`src/rtl/wave_voice_sched.sv`:
```
// rtl/wave_voice_sched.sv - voice allocator with priority stealing and wave-ROM slot arbiter
module wave_voice_sched #(
  parameter int NUM_VOICES = 4,
  parameter int ADDR_W     = 17
) (
  input  logic                         I_CLK,
  input  logic                         I_RST,
  input  logic                         I_REQ_VALID,
  input  logic [ADDR_W-1:0]            I_REQ_ADDR,
  input  logic [1:0]                   I_REQ_PRIO,
  output logic                         O_REQ_READY,
  output logic                         O_REQ_DROP,
  output logic [2:0]                   O_REQ_VOICE,
  input  logic                         I_STOP_ALL,
  input  logic [NUM_VOICES-1:0]        I_VOICE_ACTIVE,
  input  logic [NUM_VOICES*ADDR_W-1:0] I_VOICE_ADDR,
  output logic [NUM_VOICES-1:0]        O_TRIG,
  output logic [NUM_VOICES-1:0]        O_STOP,
  output logic [ADDR_W-1:0]            O_START_ADDR,
  output logic [3:0]                   O_H_CNT,
  output logic [ADDR_W-1:0]            O_ROM_ADDR
);
  typedef enum logic [1:0] {S_IDLE, S_ALLOC, S_TRIG, S_GAP} state_t;

  state_t                state_q;
  logic                  phase_q;
  logic                  idle_q;
  logic [ADDR_W-1:0]     req_addr_q;
  logic [1:0]            req_prio_q;
  logic                  drop_q;
  logic [2:0]            voice_q;
  logic [ADDR_W-1:0]     start_addr_q;
  logic [NUM_VOICES-1:0] trig_q;
  logic [NUM_VOICES-1:0] stop_q;
  logic [NUM_VOICES-1:0] act_q;
  logic [NUM_VOICES-1:0] resv_q;
  logic [1:0]            prio_q [NUM_VOICES];
  logic [2:0]            rtmr_q [NUM_VOICES];
  logic [3:0]            h_cnt_q;

  logic                  handshake_d;
  logic [NUM_VOICES-1:0] busy_d;
  logic                  alloc_ok_d;
  logic [2:0]            alloc_idx_d;
  logic [NUM_VOICES-1:0] alloc_hot_d;

  // READY is gated combinationally by STOP_ALL so a stop wins over a same-cycle handshake
  assign O_REQ_READY  = idle_q & ~I_STOP_ALL;
  assign handshake_d  = I_REQ_VALID & O_REQ_READY;
  assign busy_d       = act_q | resv_q;
  assign O_REQ_DROP   = drop_q;
  assign O_REQ_VOICE  = voice_q;
  assign O_START_ADDR = start_addr_q;
  assign O_TRIG       = trig_q;
  assign O_STOP       = stop_q;
  assign O_H_CNT      = h_cnt_q;

  // Lowest free voice first; otherwise the lowest-priority busy voice below the request priority
  always_comb begin
    logic       free_found;
    logic [2:0] free_idx;
    logic       vict_found;
    logic [2:0] vict_idx;
    logic [1:0] vict_prio;
    free_found = 1'b0;
    free_idx   = 3'd0;
    for (int v = NUM_VOICES - 1; v >= 0; v--) begin
      if (!busy_d[v]) begin
        free_found = 1'b1;
        free_idx   = 3'(v);
      end
    end
    vict_found = 1'b0;
    vict_idx   = 3'd0;
    vict_prio  = 2'd0;
    for (int v = 0; v < NUM_VOICES; v++) begin
      if (busy_d[v] && (prio_q[v] < req_prio_q) && (!vict_found || (prio_q[v] < vict_prio))) begin
        vict_found = 1'b1;
        vict_idx   = 3'(v);
        vict_prio  = prio_q[v];
      end
    end
    alloc_ok_d  = free_found | vict_found;
    alloc_idx_d = free_found ? free_idx : vict_idx;
    alloc_hot_d = '0;
    for (int v = 0; v < NUM_VOICES; v++) begin
      alloc_hot_d[v] = alloc_ok_d && (alloc_idx_d == 3'(v));
    end
  end

  // ROM address follows the voice owning the current slot pair; unused slots read address 0
  always_comb begin
    O_ROM_ADDR = '0;
    for (int v = 0; v < NUM_VOICES; v++) begin
      if (h_cnt_q[3:1] == 3'(v)) O_ROM_ADDR = I_VOICE_ADDR[v*ADDR_W +: ADDR_W];
    end
  end

  // Free-running slot counter, registered stop broadcast and sampled voice activity
  always_ff @(posedge I_CLK or posedge I_RST) begin
    if (I_RST) begin
      h_cnt_q <= 4'd0;
      stop_q  <= '0;
      act_q   <= '0;
    end else begin
      h_cnt_q <= h_cnt_q + 4'd1;
      stop_q  <= {NUM_VOICES{I_STOP_ALL}};
      act_q   <= I_VOICE_ACTIVE;
    end
  end

  // Request FSM: IDLE -> ALLOC -> TRIG(2) -> GAP(2) -> IDLE, or ALLOC -> IDLE on a drop
  always_ff @(posedge I_CLK or posedge I_RST) begin
    if (I_RST) begin
      state_q      <= S_IDLE;
      phase_q      <= 1'b0;
      idle_q       <= 1'b0;
      req_addr_q   <= '0;
      req_prio_q   <= 2'd0;
      drop_q       <= 1'b0;
      voice_q      <= 3'd0;
      start_addr_q <= '0;
      trig_q       <= '0;
      for (int v = 0; v < NUM_VOICES; v++) prio_q[v] <= 2'd0;
    end else begin
      drop_q <= 1'b0;
      case (state_q)
        S_IDLE: begin
          if (handshake_d) begin
            req_addr_q <= I_REQ_ADDR;
            req_prio_q <= I_REQ_PRIO;
            idle_q     <= 1'b0;
            state_q    <= S_ALLOC;
          end else begin
            idle_q <= 1'b1;
          end
        end
        S_ALLOC: begin
          if (alloc_ok_d) begin
            voice_q      <= alloc_idx_d;
            start_addr_q <= req_addr_q;
            trig_q       <= alloc_hot_d;
            for (int v = 0; v < NUM_VOICES; v++) begin
              if (alloc_hot_d[v]) prio_q[v] <= req_prio_q;
            end
            phase_q <= 1'b0;
            state_q <= S_TRIG;
          end else begin
            drop_q  <= 1'b1;
            idle_q  <= 1'b1;
            state_q <= S_IDLE;
          end
        end
        S_TRIG: begin
          if (phase_q) begin
            trig_q  <= '0;
            phase_q <= 1'b0;
            state_q <= S_GAP;
          end else begin
            phase_q <= 1'b1;
          end
        end
        S_GAP: begin
          if (phase_q) begin
            phase_q <= 1'b0;
            idle_q  <= 1'b1;
            state_q <= S_IDLE;
          end else begin
            phase_q <= 1'b1;
          end
        end
        default: state_q <= S_IDLE;
      endcase
    end
  end

  // Reservation covers the gap until the player raises ACTIVE; gives up after 7 busy cycles
  always_ff @(posedge I_CLK or posedge I_RST) begin
    if (I_RST) begin
      resv_q <= '0;
      for (int v = 0; v < NUM_VOICES; v++) rtmr_q[v] <= 3'd0;
    end else begin
      for (int v = 0; v < NUM_VOICES; v++) begin
        if ((state_q == S_ALLOC) && alloc_hot_d[v]) begin
          resv_q[v] <= 1'b1;
          rtmr_q[v] <= 3'd0;
        end else if (resv_q[v]) begin
          if (I_VOICE_ACTIVE[v] || (rtmr_q[v] == 3'd6)) begin
            resv_q[v] <= 1'b0;
            rtmr_q[v] <= 3'd0;
          end else begin
            rtmr_q[v] <= rtmr_q[v] + 3'd1;
          end
        end
      end
    end
  end
endmodule

```
`config.mk`:
```
export PLATFORM = sky130hd
export DESIGN_NAME = wave_voice_sched
export DESIGN_NICKNAME = d
export VERILOG_FILES = /design/src/rtl/wave_voice_sched.sv
export SDC_FILE = /design/constraint.sdc
export NUM_CORES = 1
export LEC_CHECK = 0
export ABC_CLOCK_PERIOD_IN_PS = 7700
export BUFFER_PORTS_ARGS = -buffer_cell sky130_fd_sc_hd__buf_2
export CELL_PAD_IN_SITES_DETAIL_PLACEMENT = 0
export CELL_PAD_IN_SITES_GLOBAL_PLACEMENT = 2
export CORE_MARGIN = 3
export CORE_UTILIZATION = 34
export CTS_BUF_LIST = sky130_fd_sc_hd__clkbuf_8 sky130_fd_sc_hd__clkbuf_16
export DETAILED_ROUTE_END_ITERATION = 7
export GPL_ROUTABILITY_DRIVEN = 0
export PLACE_DENSITY = 0.94
export RECOVER_POWER = 50
export SYNTH_ARGS = -nofsm -noshare
export SYNTH_HDL_FRONTEND = slang
export SYNTH_SLANG_ARGS = --single-unit
```
`constraint.sdc`:
```
create_clock -name I_CLK -period 7.7 [get_ports I_CLK]
set_input_delay 0.77 -clock I_CLK [delete_from_list [all_inputs] [get_ports I_CLK]]
set_output_delay 0.77 -clock I_CLK [all_outputs]
set_load 0.05 [all_outputs]
```
==> results of run 1 <==
-- report_power, final --
group / leakage [nW] / total [mW] / switching [mW] / internal [mW]
clock: 0.143 / 0.415 / 0.151 / 0.264
combinational: 1.35 / 0.919 / 0.574 / 0.345
sequential: 1.01 / 0.695 / 0.114 / 0.581
total: 2.50 / 2.03 / 0.839 / 1.19
-- metrics by stage --
| step | area, um2 | util (%) | hold slack (ns) | cells | total power [mW] |
|---|---|---|---|---|---|
| after floorplan | 4257 | - | 0.4733 | 352 | 1.399 |
| after global placement | 5129 | 42.35 | 0.4597 | 649 | 1.599 |
| after detailed placement | 5129 | 42.35 | 0.4666 | 649 | 1.632 |
| after CTS | 5424 | 44.78 | 0.4748 | 663 | 2.062 |
| after global routing | 5393 | 44.52 | 0.4944 | 663 | 2.168 |
| final | 5393 | 44.52 | 0.4739 | 663 | 2.029 |
-- state kept, by name, indices dropped and copies added (netlist names), 4 cells and up, named ones only --
name	cells
resv_q	4
rtmr_q	12
act_q	4
req_addr_q	17
O_H_CNT	4
O_TRIG	4
prio_q	8
O_START_ADDR	17
-- final timing paths --
path                                     from                to  slack, ns  cells after the start
max in group asynchronous               I_RST     req_prio_q[0]       3.27                      3
worst min-delay path               O_H_CNT[0]        O_H_CNT[0]       0.47                      1
min in group asynchronous               I_RST  O_START_ADDR[14]       2.10                      3
worst min register to register     O_H_CNT[0]        O_H_CNT[0]       0.47                      1
worst max register to register  req_prio_q[1]         prio_q[4]       2.52                     21
worst max-delay path            req_prio_q[1]         prio_q[4]       2.52                     21
-- per-layer routing --
layer	up-vias	part of all wire [%]	GRT usage [%]	routed length [um]
met2	112	49	24.07	4853
met3	17	6.9	3.796	678
met5	-	0	0	0
li1	1560	-	-	-
met1	1573	42	17.64	4124
met4	0	2.3	6.960	224
-- kinds of logic after synthesis --
kind of cell / after synthesis
compound gates: 63
other cells: 1
buf+inv: 31
mux: 61
flops: 80
xor+xnor: 2
simple gates: 98
fa+ha+maj: 16
-- worst max-delay path: stages, from the launching register on --
cell and delay, ns:
dfrtp_1 0.40, inv_1 0.19, ha_1 0.30, a211oi_2 0.31
nand2_1 0.11, ha_1 0.32, a21oi_1 0.10, o21ai_0 0.28
nor2_1 0.07, a31oi_1 0.22, ha_1 0.28, or2_2 0.33
o21ai_1 0.11, a32oi_1 0.11, nand2_1 0.08, o21ai_0 0.10
ha_1 0.22, a211oi_1 0.29, and3_4 0.25, o41ai_4 0.10
a211oi_2 0.49, mux2_2 0.40
-- synthesized netlist by cell type (7+ instances only) --
master | instances | share of area, %
and2_1 | 7 | 1.0
nor2_1 | 20 | 1.8
inv_1 | 14 | 1.2
nand2_1 | 19 | 1.7
mux4_2 | 17 | 9.0
clkbuf_1 | 10 | 0.88
mux2_2 | 37 | 9.8
ha_1 | 16 | 4.7
o21ai_0 | 12 | 1.4
a21oi_1 | 10 | 1.2
dfrtp_1 | 80 | 47
nor2b_1 | 21 | 3.1
-- layout make-up --
type / instances / area share, %
well taps: 168 / 3.898
flip-flops and latches: 80 / 37.12
multi-input cells: 241 / 39.44
clock inverters: 3 / 0.7889
clock buffers: 11 / 4.687
inverters: 14 / 0.9977
repair buffers: 146 / 13.06
==> flow_metrics.py, run 1 <==
metrics = {
    "place": {
        "port_buffers": 144,
        "dp_hpwl_um": 7600,
        "place_ws_ns": 2.617,
    },
    "die": {
        "ios": 146,
        "die_height_um": 117.9,
        "start_util_pct": 35.14,
        "rows": 40,
        "dieArea_um2": 13900,
        "core_area_um2": 12110,
        "die_x_um": 117.9,
    },
    "timing": {
        "layout_setup_ws_ns": 2.516,
        "period_needed_ns": 5.184,
        "setup_tns_ns": 0,
        "finalSetupViolCount": 0,
        "clock.fmax_ghz": 0.1929,
        "skew_ns": 0.003729,
        "slew_headroom_pct": -178.3,
        "worst-slew-pin-transition_ns": 4.175,
        "rsz0062_at_grt": "false",
        "hold_violations": 0,
        "min_period_over_period_pct": 67.32,
        "drv_slew": 81,
    },
    "route": {
        "drtIter0Drc": 136,
        "first_pass_iters": 5,
        "drc_errors": 0,
        "vias": 3262,
        "wl_per_cell_um": 14.90,
        "wl_um": 9881,
        "ant_nets": 0,
        "viasPerCell": 4.920,
    },
    "grt": {
        "globalRouteOverflowTotal": 0,
        "antenna_found_initial": 0,
        "grt_usage_pct": 14.53,
        "grt_pass1_vias": 3371,
        "grt_first_pass_wirelength_um": 16620,
        "grt_max_degree": 81,
    },
    "layout": {
        "n_antenna_cell": 0,
        "multiInputGateArea_um2": 2127,
        "register_area_um2": 2002,
        "fillers": 1189,
        "nets": 603,
        "area_delta_synth_final_pct": 26.69,
        "layout_commonest_cell": "buf_2",
        "drive_above_1_share_pct": 41.82,
        "layout_common_cells": "122 x buf_2, 80 x dfrtp_1, 37 x mux2_2",
    },
    "synthesis": {
        "synth_top_family_by_area": "multiplexers",
        "synth_compound_area_share_pct": 11.23,
        "synthXorXnorAreaFrac_pct": 0.4115,
        "synthSimpleGateAreaFrac_pct": 12.76,
        "synth_warnings": 0,
        "synth_cell_types": 57,
        "synthMuxAreaShare_pct": 20.66,
        "async_reset_ff_share_pct": 100.0,
        "syn_area_um2": 4257,
        "synth_ff_type": "dfrtp_1",
        "syn_nets": 463,
        "synth-seq-cells": 80,
        "synth_edf_count": 0,
        "synth_adder_area_share_pct": 4.703,
        "postSynthAreaPerCell_um2": 12.09,
        "synthCells": 352,
        "synth-seq-area-share_pct": 47.03,
    },
    "cts": {
        "path_clk_slew_ns": 0.05,
        "clock-sinks": 80,
        "numCtsBuffers": 9,
        "cts_tree": "yes",
        "postCtsSetupBuffers": 0,
        "clk_latency_ns": 0.33,
        "cts_resized": 0,
        "htreeDepth": 3,
        "cts.path.max_buffers": 2,
        "cts-root-buf": "clkbuf_16",
        "cts_hold_buf": 0,
    },
    "job": {
        "cap_violations": 1,
    },
    "min_path": {
        "hold_class": "flip-flop to flip-flop",
    },
    "critical_path": {
        "crit_type": "flip-flop to flip-flop",
        "required_ns": 7.91,
        "critPathLaunchType": "flip-flop",
        "endpoint_kind": "flip-flop",
        "arrival_ns": 5.39,
        "cp_max_fo": 7,
    },
    "status": {
        "status": "complete, but fails checks",
        "violations": "capacitance limit, slew limit",
    },
    "pwr": {
        "power_density_nw_per_um2": 376.2,
        "leakagePower_nw": 2.497,
        "max-vdd-ir-drop_mv": 0.2307,
    },
}
(Power assumes the default switching activity.)
==> inputs of run 2 (changes only) <==
--- a/config.mk
+++ b/config.mk
@@ -5,16 +5,17 @@
 export SDC_FILE = /design/constraint.sdc
 export NUM_CORES = 1
 export LEC_CHECK = 0
-export ABC_CLOCK_PERIOD_IN_PS = 7700
+export ABC_AREA = 1
+export ABC_CLOCK_PERIOD_IN_PS = 4600
 export BUFFER_PORTS_ARGS = -buffer_cell sky130_fd_sc_hd__buf_2
 export CELL_PAD_IN_SITES_DETAIL_PLACEMENT = 0
 export CELL_PAD_IN_SITES_GLOBAL_PLACEMENT = 2
 export CORE_MARGIN = 3
-export CORE_UTILIZATION = 34
+export CORE_UTILIZATION = 25
 export CTS_BUF_LIST = sky130_fd_sc_hd__clkbuf_8 sky130_fd_sc_hd__clkbuf_16
 export DETAILED_ROUTE_END_ITERATION = 7
 export GPL_ROUTABILITY_DRIVEN = 0
-export PLACE_DENSITY = 0.94
+export PLACE_DENSITY = 0.85
 export RECOVER_POWER = 50
 export SYNTH_ARGS = -nofsm -noshare
 export SYNTH_HDL_FRONTEND = slang
==> constraint.sdc (replaced) <==
create_clock -name I_CLK -period 4.6 [get_ports I_CLK]
set_input_delay 0.46 -clock I_CLK [delete_from_list [all_inputs] [get_ports I_CLK]]
set_output_delay 0.46 -clock I_CLK [all_outputs]
set_load 0.05 [all_outputs]
==> flow_metrics.py, run 2 <==
metrics = {
    "die": {
        "core_area_um2": 16060,
        "dieArea_um2": 18180,
        "ios": 146,
        "rows": 46,
        "die_x_um": 134.8,
        "start_util_pct": 25.84,
        "die_height_um": 134.8,
    },
    "timing": {
        "min_period_over_period_pct": 83.73,
        "hold_slack_ns": 0.2420,
        "period_needed_ns": 3.852,
        "finalSetupViolCount": 0,
        "clock.fmax_ghz": 0.2596,
        "rsz0062_at_grt": "false",
        "worst-slew-pin-transition_ns": 2.278,
        "hold_violations": 0,
        "setup_tns_ns": 0,
        "drv_slew": 83,
        "skew_ns": 0.007180,
        "slew_headroom_pct": -52.69,
    },
    "synthesis": {
        "synth_adder_area_share_pct": 4.825,
        "synth_ff_type": "dfrtp_1",
        "synthMuxAreaShare_pct": 0,
        "synthTopCellsByArea": "dfrtp_1 48%, nand2_1 19%, nand3_1 5.7%",
        "synth-seq-area-share_pct": 48.25,
        "synthSimpleGateAreaFrac_pct": 35.04,
        "synth_warnings": 0,
        "synth_cell_types": 29,
        "synthCells": 527,
        "synth_top_cell_area_share_pct": 48.25,
        "synth_edf_count": 0,
        "postSynthAreaPerCell_um2": 7.873,
        "syn_area_um2": 4149,
        "async_reset_ff_share_pct": 100.0,
        "synth-seq-cells": 80,
        "synth_compound_area_share_pct": 4.614,
        "synth_top_area_cell": "dfrtp_1",
        "synthXorXnorAreaFrac_pct": 1.267,
        "yosysMostFrequentCell": "nand2_1",
        "syn_nets": 638,
        "synthTopCellsByCount": "207 x nand2_1, 80 x dfrtp_1, 47 x nand3_1",
        "synth_top_family_by_area": "simple AND/OR/NAND/NOR gates",
    },
    "grt": {
        "grt_max_degree": 51,
        "grt_first_pass_wirelength_um": 18780,
        "grt_pass1_vias": 3747,
        "grt_usage_pct": 12.67,
        "antenna_found_initial": 0,
        "globalRouteOverflowTotal": 0,
    },
    "route": {
        "wl_um": 11540,
        "vias": 3878,
        "drc_errors": 0,
        "viasPerCell": 4.352,
        "first_pass_iters": 6,
        "ant_nets": 0,
        "wl_per_cell_um": 12.95,
        "drtIter0Drc": 183,
    },
    "critical_path": {
        "critPathLaunchType": "flip-flop",
        "critical_path.max_stage_delay_ns": 0.43,
        "cp_max_fo": 6,
        "cpMaxStageDelayCell": "dfrtp_1",
        "cpMostUsedCell": "nand2_1",
        "required_ns": 4.82,
        "arrival_ns": 4.07,
        "crit_type": "flip-flop to flip-flop",
        "endpoint_kind": "flip-flop",
    },
    "layout": {
        "nets": 780,
        "fillers": 1736,
        "layout_commonest_cell": "nand2_1",
        "register_area_um2": 2002,
        "drive_above_1_share_pct": 26.11,
        "layout_common_cells": "207 x nand2_1, 127 x buf_2, 80 x dfrtp_1",
        "multiInputGateArea_um2": 1914,
        "stdcell_count": 891,
        "area_delta_synth_final_pct": 30.85,
    },
    "pwr": {
        "clockPowerShare_pct": 24.1,
        "swShare_pct": 43.77,
        "pwr-share-comb_pct": 42.0,
        "power_density_nw_per_um2": 630.1,
        "p_int_mw": 1.924,
        "max-vdd-ir-drop_mv": 0.3150,
        "seq_power_share_pct": 33.8,
        "leakagePower_nw": 2.929,
        "netSwitchingPower_mw": 1.497,
        "total_power_mw": 3.421,
    },
    "cts": {
        "cts-root-buf": "clkbuf_16",
        "cts.path.max_buffers": 2,
        "postCtsSetupBuffers": 0,
        "clock-sinks": 80,
        "numCtsBuffers": 9,
        "clk_latency_ns": 0.34,
        "cts_tree": "yes",
        "htreeDepth": 3,
        "cts_hold_buf": 0,
        "path_clk_slew_ns": 0.06,
        "cts_resized": 0,
    },
    "status": {
        "status": "complete, but fails checks",
        "violations": "capacitance limit, slew limit",
    },
    "place": {
        "placedCellCount": 874,
        "port_buffers": 144,
        "dp_hpwl_um": 8525,
    },
    "job": {
        "cap_violations": 2,
    },
    "min_path": {
        "hold_class": "primary input to flip-flop",
    },
}
## run 2: stage by stage
step                worst slack, ns  utilization (%)  cell area, um2
CTS                          0.7115            33.97            5455
finish                       0.7482            33.81            5429
floorplan                     1.147                -            4149
global route                 0.3314            33.79            5426
global placement             0.8405            31.83            5111
detailed placement           0.7377            31.83            5111
## run 2: worst max-delay path: cells and delay by family (launching register included)
kind / cells / cell delay, ns
adders and majority gates: 4 / 1.12
AOI/OAI and AO/OA: 2 / 0.41
DFF: 1 / 0.43
and+or+nand+nor: 21 / 1.53
buffers and inverters: 2 / 0.23
## run 2: area by class of cell
type                            instances  area share [%]
Clock buffer                            9           4.148
Clock inverter                          7           2.189
Antenna cell                            1         0.04609
Sequential cell                        80           36.87
Tap cell                              216           4.978
Multi-Input combinational cell        386           35.26
Timing Repair Buffer                  150           13.57
Inverter                               42           2.927
## run 2: final timing paths
path,startpoint,end,slack (ns),depth (start not counted)
worst min register to register,req_addr_q[0],req_addr_q[0],0.47,2
max in group asynchronous,I_RST,req_addr_q[6],1.62,3
worst max-delay path,req_prio_q[1],prio_q[1],0.75,29
worst min-delay path,I_VOICE_ACTIVE[0],act_q[0],0.24,1
min in group asynchronous,I_RST,req_addr_q[13],0.73,2
worst max register to register,req_prio_q[1],prio_q[1],0.75,29
## run 2: metal layers
metal | global-route usage [%] | routed length, um
met3 | 3.241 | 654
met1 | 17.23 | 5323
met2 | 20.23 | 5423
met4 | 3.167 | 138
met5 | 0 | 0
## run 2: power groups by stage
stage	Sequential (mW)	Clock, mW	Combinational [mW]
after floorplan	1.38	0	0.875
after global placement	1.16	0	1.45
after detailed placement	1.17	0	1.46
after CTS	1.16	0.850	1.47
after global routing	1.20	0.886	1.64
final	1.16	0.826	1.44
## run 2: cells by family after synthesis
logic type	after synthesis
and+or+nand+nor	327
DFF	80
buffers and inverters	61
AOI/OAI and AO/OA	36
adders and majority gates	16
xor gates and xnor gates	6
other	1
==> inputs of run 3 (changes only) <==
--- a/config.mk
+++ b/config.mk
@@ -5,17 +5,17 @@
 export SDC_FILE = /design/constraint.sdc
 export NUM_CORES = 1
 export LEC_CHECK = 0
-export ABC_AREA = 1
-export ABC_CLOCK_PERIOD_IN_PS = 4600
+export ABC_AREA = 0
+export ABC_CLOCK_PERIOD_IN_PS = 3300
 export BUFFER_PORTS_ARGS = -buffer_cell sky130_fd_sc_hd__buf_2
 export CELL_PAD_IN_SITES_DETAIL_PLACEMENT = 0
 export CELL_PAD_IN_SITES_GLOBAL_PLACEMENT = 2
 export CORE_MARGIN = 3
-export CORE_UTILIZATION = 25
+export CORE_UTILIZATION = 29
 export CTS_BUF_LIST = sky130_fd_sc_hd__clkbuf_8 sky130_fd_sc_hd__clkbuf_16
 export DETAILED_ROUTE_END_ITERATION = 7
 export GPL_ROUTABILITY_DRIVEN = 0
-export PLACE_DENSITY = 0.85
+export PLACE_DENSITY = 0.86
 export RECOVER_POWER = 50
 export SYNTH_ARGS = -nofsm -noshare
 export SYNTH_HDL_FRONTEND = slang
==> constraint.sdc (replaced) <==
create_clock -name I_CLK -period 3.3 [get_ports I_CLK]
set_input_delay 0.33 -clock I_CLK [delete_from_list [all_inputs] [get_ports I_CLK]]
set_output_delay 0.33 -clock I_CLK [all_outputs]
set_load 0.05 [all_outputs]
==> flow_metrics.py, run 3 (synthesized netlist as in run 1, its figures left out) <==
metrics = {
    "job": {
        "cap_violations": 1,
    },
    "route": {
        "viasPerCell": 4.859,
        "wl_per_cell_um": 15.27,
        "ant_nets": 0,
        "vias": 3571,
        "wl_met3_um": 881,
        "drc_errors": 0,
        "top_layer_used": "met4",
        "met1_length_um": 4516,
        "wl_met2_um": 5560,
        "drtIter0Drc": 78,
        "wl_um": 11220,
        "first_pass_iters": 6,
    },
    "grt": {
        "globalRouteOverflowTotal": 0,
        "grt_max_degree": 47,
        "grt_usage_pct": 14.11,
        "grt_pass1_vias": 3769,
        "grt_first_pass_wirelength_um": 18400,
        "antenna_found_initial": 0,
    },
    "layout": {
        "area_delta_synth_final_pct": 41.59,
        "layout_commonest_cell": "buf_2",
        "fillers": 1343,
        "n_antenna_cell": 0,
        "drive_above_1_share_pct": 53.69,
        "layout_common_cells": "135 x buf_2, 80 x dfrtp_1, 54 x buf_4",
        "nets": 661,
    },
    "timing": {
        "rsz0062_at_grt": "true",
        "slew_headroom_pct": -14.10,
        "hold_slack_ns": 0.1495,
        "skew_ns": 0.009544,
        "layout_setup_ws_ns": -0.9061,
        "period_needed_ns": 4.206,
        "clock.fmax_ghz": 0.2378,
        "worst-slew-pin-transition_ns": 1.712,
        "finalSetupViolCount": 30,
        "hold_violations": 0,
        "min_period_over_period_pct": 127.5,
        "drv_slew": 34,
    },
    "die": {
        "die_x_um": 127.2,
        "core_area_um2": 14100,
        "die_height_um": 127.2,
        "rows": 43,
        "ios": 146,
        "dieArea_um2": 16170,
        "start_util_pct": 30.20,
    },
    "pwr": {
        "total_power_mw": 5.664,
        "leakagePower_nw": 2.855,
        "max-vdd-ir-drop_mv": 0.6179,
        "power_density_nw_per_um2": 939.8,
    },
    "cts": {
        "numCtsBuffers": 9,
        "clk_latency_ns": 0.34,
        "clock-sinks": 80,
        "cts_tree": "yes",
        "htreeDepth": 3,
        "cts.path.max_buffers": 2,
        "cts-root-buf": "clkbuf_16",
        "path_clk_slew_ns": 0.07,
    },
    "min_path": {
        "hold_class": "primary input to flip-flop",
        "min_from": "I_VOICE_ACTIVE[1]",
    },
    "critical_path": {
        "cpMaxStageDelayCell": "dfrtp_1",
        "path_cells": "ha_4, a211oi_4, nand2_2, ha_4, a21oi_2, o21ai_2, nor2_1, a31oi_1, ha_1, or2_4, o21ai_4, a32oi_2, nand2_1, o21ai_1, ha_2, buf_4, o21bai_4, a31oi_1, o21a_1, or3_4, mux2_4",
        "arrival_ns": 4.43,
        "crit_family": "compound AO/OA/AOI/OAI gates",
        "crit_type": "flip-flop to flip-flop",
        "r2r_setup_slack_ns": -0.91,
        "cp_num_buf_inv": 1,
        "critPathLaunchType": "flip-flop",
        "worst_setup_path_startpoint": "prio_q[7]",
        "r2r_start": "prio_q[7]",
        "cp_max_fo": 3,
        "critical_path.max_stage_delay_ns": 0.41,
        "required_ns": 3.52,
        "endpoint_kind": "flip-flop",
    },
    "status": {
        "violations": "capacitance limit, slew limit, setup timing",
        "status": "complete, but fails checks",
    },
    "place": {
        "port_buffers": 144,
        "dp_hpwl_um": 8614,
    },
}
-- run 3: where the power goes --
group / switching, mW / total [mW] / internal, mW / leakage [nW]
combinational: 1.67 / 3.09 / 1.42 / 1.71
sequential: 0.228 / 1.58 / 1.35 / 1.01
clock: 0.408 / 0.994 / 0.586 / 0.143
total: 2.30 / 5.66 / 3.36 / 2.86
-- run 3: metal layers --
| layer | GRT usage [%] | vias to the layer above |
|---|---|---|
| met2 | 23.79 | 142 |
| li1 | - | 1677 |
| met5 | 0 | - |
| met1 | 16.45 | 1731 |
| met3 | 4.515 | 21 |
| met4 | 6.309 | 0 |
-- run 3: worst paths after layout --
path | to | cells past startpoint
worst min register to register | O_H_CNT[0] | 1
worst max-delay path | prio_q[1] | 21
worst max register to register | prio_q[1] | 21
min in group asynchronous | O_REQ_DROP | 3
worst min-delay path | act_q[1] | 1
max in group asynchronous | req_addr_q[6] | 4
-- run 3: layout make-up --
cell class                      instances  area [um2]  area share [%]
Timing Repair Buffer                  204        1167           19.37
Tap cell                              180       225.2           3.737
Multi-Input combinational cell        241        2282           37.87
Clock inverter                          7       71.32           1.183
Inverter                               14       53.80          0.8927
Clock buffer                            9       225.2           3.737
Sequential cell                        80        2002           33.22
-- run 3: what timing repair did --
item,CTS,global route
buffers inserted,7,3
endpoints found under the hold margin,1,0
pin swaps,16,4
hold buffers,1,0
gates resized for setup,10,5
endpoints found under the setup margin,30,30
-- run 3: per-stage QoR --
stage | area, um2 | cells | TNS (ns) | setup WS [ns] | util (%)
floorplan | 4353 | 352 | -20.52 | -0.9268 | -
global placement | 5587 | 708 | -22.14 | -0.8673 | 39.63
detailed placement | 5587 | 708 | -24.47 | -0.9502 | 39.63
CTS | 6005 | 732 | -20.67 | -0.7819 | 42.60
global route | 6027 | 735 | -29.69 | -1.110 | 42.76
finish | 6027 | 735 | -23.43 | -0.9061 | 42.76
